### src/rtl/fp_mac_pkg.sv
// fp_mac_pkg: shared state encoding, width helpers and round/saturate quantizer for the fixed-point MAC.
package fp_mac_pkg;
  typedef enum logic [1:0] {IDLE, ACCUM, DRAIN, OUTPUT} state_t;
  localparam int QW = 128;
  typedef struct packed {
    logic signed [QW-1:0] val;
    logic sat;
  } q_t;
  function automatic int acc_width(input int in_w, input int lanes, input int beats_max);
    return 2*in_w + $clog2(lanes*beats_max);
  endfunction
  function automatic int beat_cnt_width(input int beats_max);
    return $clog2(beats_max+1);
  endfunction
  // Round half up, arithmetic shift, then clip to the signed or unsigned output range.
  function automatic q_t quantize(input logic signed [QW-1:0] v, input int sh, input int out_w, input bit sgn);
    logic signed [QW-1:0] one, r, hi, lo;
    q_t q;
    one = 1;
    r = (v + ((one <<< sh) >>> 1)) >>> sh;
    hi = sgn ? (one <<< (out_w-1)) - one : (one <<< out_w) - one;
    lo = '0;
    if (sgn) lo = -(one <<< (out_w-1));
    q.sat = (r > hi) || (r < lo);
    q.val = (r > hi) ? hi : (r < lo) ? lo : r;
    return q;
  endfunction
endpackage

### src/rtl/fp_mac_quant.sv
// fp_mac_quant: combinational round, shift and saturate of a wide accumulator to the output format.
module fp_mac_quant
  import fp_mac_pkg::*;
#(
  parameter int ACC_W = 38,
  parameter int SH = 8,
  parameter int OUT_W = 16,
  parameter int SIGNED = 1
) (
  input  logic [ACC_W-1:0] acc,
  output logic [OUT_W-1:0] data,
  output logic             sat
);
  logic signed [QW-1:0] v;
  q_t q;
  logic unused_hi;
  assign v = {{(QW-ACC_W){(SIGNED != 0) && acc[ACC_W-1]}}, acc};
  assign q = quantize(v, SH, OUT_W, SIGNED != 0);
  assign data = q.val[OUT_W-1:0];
  assign sat = q.sat;
  assign unused_hi = ^q.val[QW-1:OUT_W];
endmodule

### src/rtl/fp_mac_stream.sv
// fp_mac_stream: pipelined streaming fixed-point dot product with configurable beat count and
// a rounded, saturated valid/ready result.
module fp_mac_stream
  import fp_mac_pkg::*;
#(
  parameter int IN_INT_W = 8,
  parameter int IN_FRAC_W = 8,
  parameter int OUT_INT_W = 8,
  parameter int OUT_FRAC_W = 8,
  parameter int LANES = 4,
  parameter int BEATS_MAX = 16,
  parameter int SIGNED = 1
) (
  input  logic                                      clk,
  input  logic                                      rst,
  input  logic [$clog2(BEATS_MAX+1)-1:0]            cfg_beats,
  input  logic                                      in_valid,
  output logic                                      in_ready,
  input  logic [LANES*(IN_INT_W+IN_FRAC_W)-1:0]     in_a,
  input  logic [LANES*(IN_INT_W+IN_FRAC_W)-1:0]     in_b,
  output logic                                      out_valid,
  input  logic                                      out_ready,
  output logic [OUT_INT_W+OUT_FRAC_W-1:0]           out_data,
  output logic                                      out_sat
);
  localparam int IN_W = IN_INT_W + IN_FRAC_W;
  localparam int PW = 2*IN_W;
  localparam int OUT_W = OUT_INT_W + OUT_FRAC_W;
  localparam int ACC_W = acc_width(IN_W, LANES, BEATS_MAX);
  localparam int CW = beat_cnt_width(BEATS_MAX);
  localparam int SH = 2*IN_FRAC_W - OUT_FRAC_W;
  state_t state, state_n;
  logic [CW-1:0] cnt, beats_n, eff;
  logic [PW-1:0] prod [LANES];
  logic [PW-1:0] s1_prod [LANES];
  logic s1_v, accept, q_sat;
  logic [ACC_W-1:0] acc, lane_sum;
  logic [OUT_W-1:0] q_data;
  assign in_ready = !rst && (state == IDLE || state == ACCUM);
  assign out_valid = state == OUTPUT;
  assign accept = in_valid && in_ready;
  assign eff = (cfg_beats == '0) ? CW'(1) : (cfg_beats > CW'(BEATS_MAX)) ? CW'(BEATS_MAX) : cfg_beats;
  // Operands are extended to full product width so a plain multiply yields the exact product.
  for (genvar i = 0; i < LANES; i++) begin : g_lane
    logic [PW-1:0] ax, bx;
    assign ax = {{IN_W{(SIGNED != 0) && in_a[i*IN_W+IN_W-1]}}, in_a[i*IN_W +: IN_W]};
    assign bx = {{IN_W{(SIGNED != 0) && in_b[i*IN_W+IN_W-1]}}, in_b[i*IN_W +: IN_W]};
    assign prod[i] = ax * bx;
  end
  always_comb begin
    lane_sum = '0;
    for (int i = 0; i < LANES; i++)
      lane_sum = lane_sum + {{(ACC_W-PW){(SIGNED != 0) && s1_prod[i][PW-1]}}, s1_prod[i]};
  end
  always_ff @(posedge clk) if (accept) s1_prod <= prod;
  always_ff @(posedge clk or posedge rst) begin
    if (rst) begin
      s1_v <= 1'b0;
      acc <= '0;
    end else begin
      s1_v <= accept;
      acc <= (state == OUTPUT && out_ready) ? '0 : s1_v ? acc + lane_sum : acc;
    end
  end
  fp_mac_quant #(.ACC_W(ACC_W), .SH(SH), .OUT_W(OUT_W), .SIGNED(SIGNED)) u_quant (
    .acc(acc), .data(q_data), .sat(q_sat)
  );
  always_comb begin
    state_n = state;
    case (state)
      IDLE:    if (accept) state_n = (eff == CW'(1)) ? DRAIN : ACCUM;
      ACCUM:   if (accept && cnt == beats_n - CW'(1)) state_n = DRAIN;
      DRAIN:   if (!s1_v) state_n = OUTPUT;
      OUTPUT:  if (out_ready) state_n = IDLE;
      default: state_n = IDLE;
    endcase
  end
  always_ff @(posedge clk or posedge rst) begin
    if (rst) begin
      state <= IDLE;
      cnt <= '0;
      beats_n <= '0;
      out_data <= '0;
      out_sat <= 1'b0;
    end else begin
      state <= state_n;
      if (accept) cnt <= (state == IDLE) ? CW'(1) : cnt + CW'(1);
      if (accept && state == IDLE) beats_n <= eff;
      if (state == DRAIN && !s1_v) begin
        out_data <= q_data;
        out_sat <= q_sat;
      end
    end
  end
endmodule

### config.mk
export PLATFORM = sky130hd
export DESIGN_NAME = fp_mac_stream
export DESIGN_NICKNAME = d
export VERILOG_FILES = /design/src/rtl/fp_mac_pkg.sv /design/src/rtl/fp_mac_quant.sv /design/src/rtl/fp_mac_stream.sv
export SDC_FILE = /design/constraint.sdc
export NUM_CORES = 2
export LEC_CHECK = 0
export ABC_AREA = 1
export CORE_ASPECT_RATIO = 1.4
export CORE_MARGIN = 8
export CORE_UTILIZATION = 45
export CTS_CLUSTER_SIZE = 25
export DETAILED_ROUTE_END_ITERATION = 6
export SYNTH_ARGS = -nofsm -noshare
export SYNTH_HDL_FRONTEND = slang
export SYNTH_SLANG_ARGS = --single-unit
### constraint.sdc
create_clock -name clk -period 5.9 [get_ports clk]
set_input_delay 1.18 -clock clk [delete_from_list [all_inputs] [get_ports clk]]
set_output_delay 1.18 -clock clk [all_outputs]
set_load 0.03 [all_outputs]
==> results.yml <==
status:
  outcome: "complete, but fails checks"
  violations: "negative setup slack"
placement:
  placed_area_sq_mm: 0.0655
  dp_cells: 9164
  dp_hpwl_um: 131000
  routabilityCongestion: 0.931
  io_buffers: 155
logic_synthesis:
  ys.flop_type: "edfxtp_1"
  synth_edf_count: 128
  synth_cells: 6887
  synth_fp_nets: 8546
  yosysTopAreaCell: "fa_1"
  async_reset_ff_share_pct: 34.7
  avgSynthCellArea_sq_um: 7.98
  ys_ff_latch: 196
  netlist_area_sq_mm: 0.0550
  yosysSeqAreaShare_pct: 10.1
  synthDistinctLibCells: 55
  yosysTopAreaCellShare_pct: 40.6
  synth.top_cells.by_area: "fa_1 (41%), inv_1 (14%), nand2_1 (11%)"
  yosys_warnings: 0
clocking:
  cts_root_buf: "clkbuf_16"
  cts_buffers: 17
  clkTransAtPathRegs_ns: 0.07
  cts.sinks: 196
  clock_latency_ns: 0.50
  clk_path_buf_depth: 2
  h-tree-depth: 4
  ctsHoldBuffers: 0
  cts_tree: "done"
timing:
  hold_viol: 0
  whs_ns: 0.499
  worstMarginPinSlew_ns: 0.752
  max_slew_margin_pct: 49.9
  rsz0062_at_grt: "true"
  min_period_over_period_pct: 104
  setup_viol: 28
  fmaxAchievable_ghz: 0.163
  fin_crit_ns: 6.15
  slew_violations: 0
  fin_ws_ns: -0.246
  worst_clock_skew_ns: 0.0117
  tns_ns: -2.38
worst_setup_path:
  worstSetupPathType: "in -> reg"
  worst-r2r-setup-slack_ns: 0.38
  r2r-start: "s1_prod[65]"
  cp-start-kind: "input port"
  arrival_ns: 6.39
  worstPathMaxFanout: 6
  slowest_stage: "fa_2"
  cp_common_cell: "inv_2"
  endpoint_kind: "flop"
  worstPathRequired_ns: 6.15
  r2r-end: "acc[33]"
  r2r_cells: 26
  cpPeakStageDelay_ns: 0.59
  crit_chain: "buf_12, buf_16, nand2_4, inv_2, fa_2, inv_2, buf_12, fa_1, inv_2, fa_2, fa_1, fa_1, inv_2, fa_1, inv_2, ha_4, buf_4, a21oi_4, o21ai_2, a21oi_2, o211ai_1, buf_4, buf_6, xor2_2"
die:
  dieArea_sq_mm: 0.134
  ioPinCount: 156
  die_w_um: 311
  dieHeight_um: 430
  fp-row-count: 151
  start_util_pct: 45.4
  core_area_sq_mm: 0.121
finish:
  drive_gt1_share_pct: 30.0
  nets: 9621
  final_cells: 9581
  antenna_cells: 0
  final_cell_area_sq_mm: 0.0739
  final_cell_mix: "inv_1 (1833), nand2_1 (1293), fa_1 (1003)"
  final_common_cell: "inv_1"
  area_growth_pct: 34.4
routing:
  ant_nets: 0
  drt_wl_total_um: 163000
  drtIter0Drc: 2230
  num_vias: 46800
  wl_per_cell_um: 17.0
  viasPerCell: 4.88
  drc: 0
  dr.pass1.iters: 6
global_route:
  grtUsageTotal_pct: 24.3
  grt_pass1_vias: 51100
  overflow: 0
  grt_max_degree: 71
  antenna_found_initial: 0
  grt_pass1_wl_um: 262000
worst_hold_path:
  holdCritStartpoint: "out_data[10]"
  hold_class: "reg -> reg"
  worstHoldPathCells: 2
  hold_end: "out_data[10]"
flow_run:
  cap_violations: 0
==> flip-flops by register name, summed over array words and instances (netlist names) <==
| register | cells |
|---|---|
| s1_prod | 128 |
| acc | 38 |
| out_data | 16 |
| beats_n | 5 |
| cnt | 5 |
| state | 2 |
| out_sat | 1 |
| s1_v | 1 |
==> worst max-delay path, delay by kind of cell <==
kind	cells	cell delay, ns
AOI/OAI and AO/OA	4	0.55
adders and majority gates	7	3.41
buffers and inverters	11	1.02
and+or+nand+nor	1	0.05
xor gates and xnor gates	1	0.17
==> cell families (layout without fill, tap and decap cells) <==
group | count (synthesis) | in the layout | share of synthesized area (%)
buf+inv | 2355 | 3443 | 16.1
simple gates | 2105 | 2105 | 15.6
flops | 196 | 196 | 10.1
fa+ha+maj | 1522 | 1522 | 49.9
xor+xnor | 200 | 200 | 3.20
compound gates | 509 | 509 | 5.17
==> repair_timing <==
action,in CTS,in global routing
gates cloned,30,2
pin swaps,523,540
setup buffers,263,130
setup endpoints to repair,85,79
resized for setup,1121,746
==> layer usage <==
layer  track usage, %  up-vias  share of wire, %
li1                 -    22000                 -
met1             28.3    23400                38
met2             45.8     1061                54
met3             1.98      382               3.2
met4             9.43        0               4.4
met5                0        -                 0
==> metrics by stage <==
step / setup WS (ns) / util, %
after floorplan: -0.329 / -
after global placement: -1.17 / 54.1
after detailed placement: -1.20 / 54.1
after CTS: -0.146 / 58.8
after global routing: -0.370 / 61.0
final: -0.246 / 61.0
==> how the worst max path moves through the flow <==
stage	startpoint	end	depth (start not counted)
finish	in_a[15]	s1_prod[121]	24
global route	in_a[63]	s1_prod[29]	25
CTS	in_b[1]	s1_prod[123]	26
detailed placement	in_a[30]	s1_prod[94]	19
global placement	in_a[30]	s1_prod[94]	19
floorplan	in_b[22]	s1_prod[95]	23
==> cell usage after synthesis, drive strengths merged (8+ instances only) <==
library cell / number
nor3: 37
a21boi: 9
inv: 2113
dfrtp: 68
a21oi: 235
ha: 408
a21o: 23
xor2: 128
o21ai: 160
nand2: 1576
nand4: 28
o211ai: 8
nand3: 142
xnor2: 72
or2: 29
o21bai: 23
a31oi: 16
nor2: 279
clkbuf: 232
edfxtp: 128
fa: 1114
==> area by class of cell <==
class	instances	area [sq um]
clock buffer	18	429
clock inverter	14	170
fill	10300	47200
inverter	2116	8000
multi-input combinational	4336	45000
sequential	196	5550
tap	1606	2010
timing repair buffer	1295	12700
Power is left out: the tool's default activity adds up to more than one toggle a clock period on the data nets, which glitch-free logic cannot reach.
